### src/rtl/store_trace_fifo.sv
// Store trace FIFO: captures every committed CPU store and drains it over valid/ready.
// Also flags a sticky "completion" store (WATCH_DATA written to WATCH_ADDR).
`timescale 1ns/1ps
module store_trace_fifo #(
    parameter int DEPTH = 8,
    parameter int AW    = 32,
    parameter int DW    = 32,
    parameter logic [AW-1:0] WATCH_ADDR = AW'(20),
    parameter logic [DW-1:0] WATCH_DATA = DW'(100)
) (
    input  logic                         i_clk,
    input  logic                         i_rst_n,
    input  logic                         i_clear,
    input  logic                         i_memwrite,
    input  logic [AW-1:0]                i_dataadr,
    input  logic [DW-1:0]                i_writedata,
    output logic                         o_out_valid,
    input  logic                         i_out_ready,
    output logic [AW-1:0]                o_out_addr,
    output logic [DW-1:0]                o_out_data,
    output logic [$clog2(DEPTH+1)-1:0]   o_count,
    output logic                         o_overflow,
    output logic [7:0]                   o_drops,
    output logic                         o_hit
);

    localparam int PW = (DEPTH > 1) ? $clog2(DEPTH) : 1;
    localparam int CW = $clog2(DEPTH + 1);
    localparam logic [CW-1:0] FULL_CNT = CW'(DEPTH);

    logic [AW-1:0] r_addr_mem [DEPTH];
    logic [DW-1:0] r_data_mem [DEPTH];
    logic [PW-1:0] r_wr_ptr;
    logic [PW-1:0] r_rd_ptr;
    logic [CW-1:0] r_count;
    logic          r_overflow;
    logic [7:0]    r_drops;
    logic          r_hit;

    logic w_valid;
    logic w_full;
    logic w_pop;
    logic w_push;
    logic w_drop;
    logic w_hit_set;

    assign w_valid   = (r_count != '0);
    assign w_full    = (r_count == FULL_CNT);
    assign w_pop     = w_valid && i_out_ready && !i_clear;
    // A pop in the same cycle frees a slot, so a full FIFO still accepts the store.
    assign w_push    = i_memwrite && (!w_full || w_pop) && !i_clear;
    assign w_drop    = i_memwrite && w_full && !w_pop && !i_clear;
    assign w_hit_set = i_memwrite && (i_dataadr == WATCH_ADDR) && (i_writedata == WATCH_DATA);

    always_ff @(posedge i_clk) begin
        if (w_push) begin
            r_addr_mem[r_wr_ptr] <= i_dataadr;
            r_data_mem[r_wr_ptr] <= i_writedata;
        end
    end

    always_ff @(posedge i_clk or negedge i_rst_n) begin
        if (!i_rst_n) begin
            r_wr_ptr   <= '0;
            r_rd_ptr   <= '0;
            r_count    <= '0;
            r_overflow <= 1'b0;
            r_drops    <= 8'd0;
            r_hit      <= 1'b0;
        end else if (i_clear) begin
            r_wr_ptr   <= '0;
            r_rd_ptr   <= '0;
            r_count    <= '0;
            r_overflow <= 1'b0;
            r_drops    <= 8'd0;
            r_hit      <= 1'b0;
        end else begin
            if (w_push) begin
                r_wr_ptr <= r_wr_ptr + PW'(1);
            end
            if (w_pop) begin
                r_rd_ptr <= r_rd_ptr + PW'(1);
            end
            if (w_push && !w_pop) begin
                r_count <= r_count + CW'(1);
            end else if (w_pop && !w_push) begin
                r_count <= r_count - CW'(1);
            end
            if (w_drop) begin
                r_overflow <= 1'b1;
                if (r_drops != 8'hFF) begin
                    r_drops <= r_drops + 8'd1;
                end
            end
            if (w_hit_set) begin
                r_hit <= 1'b1;
            end
        end
    end

    // Head is gated by valid so stale storage never leaks out after reset/clear.
    assign o_out_valid = w_valid;
    assign o_out_addr  = w_valid ? r_addr_mem[r_rd_ptr] : '0;
    assign o_out_data  = w_valid ? r_data_mem[r_rd_ptr] : '0;
    assign o_count     = r_count;
    assign o_overflow  = r_overflow;
    assign o_drops     = r_drops;
    assign o_hit       = r_hit;

endmodule

### config.mk
export PLATFORM = sky130hd
export DESIGN_NAME = store_trace_fifo
export DESIGN_NICKNAME = d
export VERILOG_FILES = /design/src/rtl/store_trace_fifo.sv
export SDC_FILE = /design/constraint.sdc
export NUM_CORES = 1
export LEC_CHECK = 0
export CAP_MARGIN = 10
export CORE_MARGIN = 1.5
export CORE_UTILIZATION = 58
export DETAILED_ROUTE_END_ITERATION = 10
export PLACE_DENSITY = 0.84
export SYNTH_ARGS = -nofsm -noshare
export SYNTH_HDL_FRONTEND = slang
export SYNTH_SLANG_ARGS = --single-unit
### constraint.sdc
create_clock -name i_clk -period 6.62 [get_ports i_clk]
set_input_delay 1.324 -clock i_clk [delete_from_list [all_inputs] [get_ports i_clk]]
set_output_delay 1.324 -clock i_clk [all_outputs]
set_load 0.03 [all_outputs]
# Yosys cells after proc, flatten, opt, wreduce, memory -nomap -nowiden
# Memory sizes are Yosys's and may differ from the RTL's.
# Index checks and enable logic that the tools add are counted.
# totals
regBits	20
ram_bits	512
mem_count	2
output_inout_bits	79
wordCells	59
inputBits	69
# op_classes
mux	18
reduce_logical	24
n_eq_ne	4
n_addsub	5
# mem_list
memory	words	word_bits	rd	rd_clocked_by_memory_dff	write_ports	line	source
r_addr_mem	8	32	1	0	1	31	logic [AW-1:0] r_addr_mem [DEPTH];
r_data_mem	8	32	1	0	1	32	logic [DW-1:0] r_data_mem [DEPTH];
# ops
cell	n
$mux W32	2
$eq A32 B5 Y1 const B	1
$eq A32 B7 Y1 const B	1
$mux W8	3
$mux W3	4
$mux W4	3
$logic_and A1 B1 Y1	11
$reduce_bool A2 Y1	5
$add A8 B1 Y8 const B	1
$ne A8 B8 Y1 const B	1
$add A3 B1 Y3 const B	2
$mux W1	6
$add A4 B1 Y4 const B	1
$eq A4 B4 Y1 const B	1
$logic_not A1 Y1	4
$reduce_bool A4 Y1	1
$sub A4 B1 Y4 const B	1
$reduce_bool A3 Y1	1
$reduce_and A2 Y1	1
$logic_or A1 B1 Y1	1

# Longest topological paths before layout
# Gate-level depths: netlist (run 1).
# logic_depth
depth_word	11
ltp_mapped	8
ltp_nobuf	7

# Least setup slack after synthesis (run 1)
# No wires, ideal clock.
# synth_timing
path_kind	input -> register
startpoint	input port i_clear
endpoint	memory r_addr_mem[3][0] (enable)
path_slack_ns	-0.403
arrival_time_ns	6.446
required_ns	6.042
setup_ns	0.578
stages	4
path_buffers	0
path_cell_list	nand2b_1 > nand3_1 > nand3_1 > nor3b_1
# synth_via
elab_chain_len	7
# synth_lines
item	line	source
start, declared	13	input logic i_clear,
$logic_not A1 Y1 *	49, 51	
$logic_and A1 B1 Y1	49	assign w_pop = w_valid && i_out_ready && !i_clear;
$logic_or A1 B1 Y1	51	assign w_push = i_memwrite && (!w_full || w_pop) && !i_clear;
$logic_and A1 B1 Y1	51	
$logic_and A1 B1 Y1 *	51	
$mux W1 *	56	if (w_push) begin
$mux W1 (not written as such) *	57	r_addr_mem[r_wr_ptr] <= i_dataadr;
end, declared	31	
# Mark *: on every way between the ends. The rest lies on a longest branch, timed or not.

# Worst setup path in the final report (run 1)
# layout_timing
startpoint	register r_rd_ptr[0]
endpoint	output port o_out_data[2]
# layout_via
elab_chain_len	2
# layout_lines
item	line	source
start, declared	34	logic [PW-1:0] r_rd_ptr;
start signal, assigned	82	r_rd_ptr <= r_rd_ptr + PW'(1);
$mem_v2 Z8 W32	--	
$mux W32	104	assign o_out_data = w_valid ? r_data_mem[r_rd_ptr] : '0;
end, declared	20	output logic [DW-1:0] o_out_data,
# Every way passes these cells.

==> impl_metrics.env, run 1 <==
export IMPL_yosysSeqAreaShare_pct=76.5
export IMPL_postLayoutCoreUtil_pct=69.2
export IMPL_via_count=10400
export IMPL_fp_dieH_um=192
export IMPL_r2r_start="o_count[0]"
export IMPL_critPathLaunch="r_rd_ptr[0]"
export IMPL_setup_slack_ns=1.66
export IMPL_fp_coreArea_sq_um=35400
export IMPL_finalWorstPathRequiredPeriod_ns=4.96
export IMPL_first_global_vias=10800
export IMPL_post_place_ws_ns=1.94
export IMPL_routedWlPerCell_um=26.2
export IMPL_yosysTopAreaCellShare_pct=74.1
export IMPL_clock_sinks=532
export IMPL_worstPathRequired_ns=5.30
export IMPL_numCtsBuffers=52
export IMPL_grtUsageTotal_pct=24.0
export IMPL_hold_path_class="flip-flop to flip-flop"
export IMPL_worstMarginPinSlew_ns=1.19
export IMPL_drcViolationCount=0
export IMPL_wl_um=43200
export IMPL_clockBufferDepth=3
export IMPL_final_common_cell="edfxtp_1"
export IMPL_htreeDepth=2
export IMPL_path_clk_slew_ns=0.06
export IMPL_final_layout_size_suffix_gt1_share_pct=19.9
export IMPL_clk_latency_ns=0.56
export IMPL_skew_ns=0.0139
export IMPL_synthCells=976
export IMPL_post_cts_setup_buffers=0
export IMPL_setup_viol=0
export IMPL_critPathKind="flip-flop to output port"
export IMPL_rsz0062_at_grt="no"
export IMPL_synth_async_reset_ratio_pct=3.76
export IMPL_relSlewSlack_pct=20.8
export IMPL_ys_flop_type="edfxtp_1"
export IMPL_antenna_left=0
export IMPL_cts_root_buffer="clkbuf_16"
export IMPL_gr_usage_met1_pct=32.6
export IMPL_tns_ns=0
export IMPL_max_cap_violations=0
export IMPL_dpl_hpwl_um=24500
export IMPL_nNetsFinal=1223
export IMPL_cp_arrival_ns=3.64
export IMPL_critPathCaptureType="output port"
export IMPL_rr_endpoint="r_data_mem[5][10]"
export IMPL_grt_pass1_wl_um=65000
export IMPL_ios=148
export IMPL_yosys_warnings=0
export IMPL_p_per_area_nw_per_um2=381
export IMPL_hold_start="o_overflow"
export IMPL_antenna_found_initial=3
export IMPL_syn_avg_cell_area_sq_um=21.3
export IMPL_whs_endpoint="o_overflow"
export IMPL_insertedDiodeCount=0
export IMPL_finalHoldViolations=0
export IMPL_grt_max_degree=63
export IMPL_ff2ff_setup_slack_ns=3.73
export IMPL_reg2regPathDepth=5
export IMPL_tritoncts="built"
export IMPL_status="complete, no violations"
export IMPL_rows=69
export IMPL_mostFrequentLayoutCells="512 x edfxtp_1, 147 x clkdlybuf4s50_1, 128 x mux4_2"
export IMPL_drtIter0Drc=1067
export IMPL_ys_ff_latch=532
export IMPL_cts_hold_repair_buffers=0
export IMPL_min_period_over_period_pct=75.0
export IMPL_io_buffers=147
export IMPL_min_path_cells=2
export IMPL_p_leak_nw=7.56
export IMPL_first_pass_iters=5
export IMPL_yosysTopAreaCell="edfxtp_1"
export IMPL_drv_slew=0
export IMPL_synth_fp_nets=1051
export IMPL_syn2layout_area_growth_pct=18.1
export IMPL_total_power_w=0.00934
export IMPL_syn_cell_area_sq_um=20800
export IMPL_overflow=0
export IMPL_initial_core_util_pct=58.6
export IMPL_use_met2_pct=41.1
export IMPL_max_freq_ghz=0.202
export IMPL_vdd_drop_max_uv=367
export IMPL_synth_area_leaders="edfxtp_1 74%, mux4_2 14%, mux2i_1 3.2%, dfrtp_1 2.4%, nor2_1 1.4%"
export IMPL_vias_per_cell=6.31
export IMPL_ys_types=47
export IMPL_gp_congestion=0.795
export IMPL_synth_edf_count=512
export IMPL_die_area_sq_um=36900
export IMPL_cp_start_kind="flip-flop"
export IMPL_grt_busiest_layer="met2"
export IMPL_critPathMaxFanout=44
export IMPL_cts_resized=0
export IMPL_die_w_um=192
export IMPL_met3_usage_pct=4.64
-- registers in the layout, indices dropped and copies added (netlist names) --
name,count
r_rd_ptr,3
r_wr_ptr,3
r_data_mem,256
r_addr_mem,256
o_hit,1
o_overflow,1
o_drops,8
o_count,4
-- kinds of logic after synthesis --
kind of cell	synth area share (%)
xor gates and xnor gates	0.211
AOI/OAI and AO/OA	1.07
muxes	17.1
buffers and inverters	1.19
and+or+nand+nor	3.58
DFF	76.5
adders and majority gates	0.398
-- layer usage --
metal  up-vias  share of wire (%)
met2       447                 52
met5         -              0.079
met3        59                7.1
met1      5467                 39
li1       4412                  -
met4         6                1.5
-- worst max path at each step --
stage	depth (start not counted)	slack [ns]	endpoint
4_1_cts	5	1.59	o_out_data[2]
2_1_floorplan	4	1.50	r_addr_mem[6][0]
5_1_grt	5	1.47	o_out_data[1]
6_report	5	1.66	o_out_data[2]
3_5_place_dp	6	1.94	r_data_mem[5][10]
3_3_place_gp	6	1.94	r_data_mem[5][12]
-- metrics by stage --
step | area (sq um) | std cells | hold slack (ns)
after floorplan | 20800 | 976 | 0.549
after global placement | 22900 | 1555 | 0.483
after detailed placement | 22900 | 1555 | 0.505
after CTS | 24500 | 1647 | 0.516
after global routing | 24500 | 1647 | 0.525
final | 24500 | 1647 | 0.506
-- synth_stat cells, drive strengths merged (4+ instances only) --
cell      n
a21oi    11
buf      28
clkbuf   21
dfrtp    20
edfxtp  512
ha        5
inv       8
mux2i    66
mux4    128
nand2     7
nand3    10
nand4     6
nor2     76
nor3      7
nor4     15
o21ai     6
or4       4
-- power breakdown --
group	switching (W)	total (W)	internal, W
combinational	0.00139	0.00255	0.00116
sequential	0.000164	0.00396	0.00380
clock	0.00119	0.00282	0.00163
total	0.00275	0.00934	0.00659
-- area by class of cell --
| class | instances | area [sq um] |
|---|---|---|
| Clock buffer | 57 | 1320 |
| Multi-Input combinational cell | 387 | 4710 |
| Inverter | 8 | 30.0 |
| Sequential cell | 532 | 15900 |
| Fill cell | 2116 | 10900 |
| Clock inverter | 35 | 309 |
| Tap cell | 461 | 577 |
| Timing Repair Buffer | 167 | 1670 |
-- worst max-delay path, stage by stage, from the launching register on --
cell	delay, ns
dfrtp_4	1.02
buf_12	0.41
mux4_2	0.54
mux2i_1	0.36
nor2_1	0.08
clkdlybuf4s50_1	0.60
Note: power is estimated with default switching activity, not from simulation.
==> run 2, diff against run 1 <==
clock period = 4.9 ns   (was 6.62 ns; I/O delays follow)
==> run 2 against run 1 <==
Effect of this change:
- non-clock buffer count is 12 higher
- sequential share of layout area is 0.10 points lower
- global-route usage is 0.72 points higher
- routed wire length is 2.4% higher
- die area stayed put
- register-to-register slack worse by 1.4 ns
- count of clock-buffer cells in the layout is 8 higher
- via count is 1.2% higher
- clock skew hardly changed
- clock power is 30% higher
- sequential power is 34% higher
- first-iteration DRC count is 12% lower
- critical endpoint is now o_out_data[15]
- highest routed layer unchanged
==> impl_metrics.env, run 2 (synthesis gave the netlist of run 1 again) <==
export IMPL_first_pass_iters=5
export IMPL_rsz0062_at_grt="no"
export IMPL_setup_viol=0
export IMPL_grt_max_degree=52
export IMPL_fill_cells=2091
export IMPL_status="complete, no violations"
export IMPL_ff_latch_area_sq_um=15900
export IMPL_nNetsFinal=1233
export IMPL_syn2layout_area_growth_pct=18.2
export IMPL_final_layout_size_suffix_gt1_share_pct=20.3
export IMPL_ff2ff_setup_slack_ns=2.33
export IMPL_critPathMaxFanout=31
export IMPL_tns_ns=0
export IMPL_relSlewSlack_pct=33.9
export IMPL_clk_latency_ns=0.57
export IMPL_overflow=0
export IMPL_critPathLaunch="r_rd_ptr[0]"
export IMPL_critPathKind="flip-flop to output port"
export IMPL_hold_path_class="flip-flop to flip-flop"
export IMPL_max_freq_ghz=0.225
export IMPL_via_count=10500
export IMPL_clockBufferDepth=3
export IMPL_p_per_area_nw_per_um2=511
export IMPL_grtUsageTotal_pct=24.8
export IMPL_reg2regPathDepth=7
export IMPL_insertedDiodeCount=0
export IMPL_die_area_sq_um=36900
export IMPL_die_w_um=192
export IMPL_rows=69
export IMPL_worstMarginPinSlew_ns=0.989
export IMPL_min_period_over_period_pct=90.8
export IMPL_numCtsBuffers=50
export IMPL_htreeDepth=2
export IMPL_post_cts_setup_buffers=0
export IMPL_cp_arrival_ns=3.47
export IMPL_fp_dieH_um=192
export IMPL_p_leak_nw=7.60
export IMPL_first_global_vias=10800
export IMPL_mostFrequentLayoutCells="512 x edfxtp_1, 147 x clkdlybuf4s50_1, 128 x mux4_2"
export IMPL_cts_resized=0
export IMPL_total_power_w=0.0125
export IMPL_critPathCaptureType="output port"
export IMPL_finalWorstPathRequiredPeriod_ns=4.45
export IMPL_final_common_cell="edfxtp_1"
export IMPL_finalHoldViolations=0
export IMPL_dpl_hpwl_um=25300
export IMPL_antenna_left=0
export IMPL_cts_hold_repair_buffers=0
export IMPL_rr_endpoint="o_count[3]"
export IMPL_initial_core_util_pct=58.6
export IMPL_tritoncts="built"
export IMPL_multi_input_area_sq_um=4710
export IMPL_worstPathRequired_ns=3.92
export IMPL_gp_congestion=0.762
export IMPL_cts_root_buffer="clkbuf_16"
export IMPL_drcViolationCount=0
export IMPL_endpoint="o_out_data[15]"
export IMPL_ios=148
export IMPL_routedWlPerCell_um=26.7
export IMPL_fp_coreArea_sq_um=35400
export IMPL_io_buffers=147
export IMPL_cp_start_kind="flip-flop"
export IMPL_drtIter0Drc=937
export IMPL_vdd_drop_max_uv=623
export IMPL_r2r_start="o_count[3]"
export IMPL_grt_pass1_wl_um=66200
export IMPL_wl_um=44300
export IMPL_min_path_cells=2
export IMPL_path_clk_slew_ns=0.06
export IMPL_clock_sinks=532
export IMPL_drv_slew=0
export IMPL_skew_ns=0.0142
export IMPL_antenna_found_initial=4
export IMPL_max_cap_violations=0
export IMPL_vias_per_cell=6.35
[run 2: cell count changes in the layout (fill, tap and decap cells not counted), sizes merged]
cell	previous run	this run
inv	10	9
buf	20	32
clkinvlp	2	0
clkinv	26	19
bufinv	5	3
clkbuf	57	65
[run 2: report_power, final]
group	internal [W]	leakage [nW]	switching [W]
registers	0.00513	4.89	0.000156
clock network	0.00210	0.761	0.00158
logic	0.00160	1.95	0.00198
total	0.00883	7.60	0.00372
[run 2: area by class of cell]
class,count,share of cell area (%)
multi-input cells,387,19.2
inverters,8,0.122
clock inverters,23,0.739
flip-flops and latches,532,64.7
well taps,461,2.35
clock buffers,65,5.54
repair buffers,179,7.33
[run 2: worst max-delay path, cell delays in order (launching register included)]
cell and delay [ns]:
dfrtp_4 0.71, buf_12 0.33, mux4_2 0.55, mux2i_1 0.56
nor2_1 0.09, clkdlybuf4s50_1 0.63
[run 2: worst min-delay path by stage]
stage                            from           to  slack, ns
after floorplan           r_wr_ptr[0]  r_wr_ptr[0]       0.55
after global placement     o_overflow   o_overflow       0.48
after global routing       o_overflow   o_overflow       0.59
after CTS                  o_overflow   o_overflow       0.52
after detailed placement   o_overflow   o_overflow       0.51
final                      o_overflow   o_overflow       0.52
[run 2: routing by layer]
layer	part of all wire (%)	vias up	GRT usage, %	wire length [um]
li1	-	4412	-	-
met3	8.9	79	5.74	3940
met4	1.9	8	6.80	854
met1	38	5494	33.4	17000
met2	51	519	41.0	22400
met5	0.11	-	0	49
[run 2: metrics by stage]
step	setup slack (ns)	utilization (%)	cell area (sq um)	std cells	hold slack (ns)
2_1_floorplan	0.124	-	20800	976	0.549
3_3_place_gp	1.11	65.0	23000	1567	0.481
3_5_place_dp	1.08	65.0	23000	1567	0.515
4_1_cts	0.454	69.3	24500	1655	0.525
5_1_grt	0.310	69.3	24500	1655	0.588
6_report	0.451	69.3	24500	1655	0.523
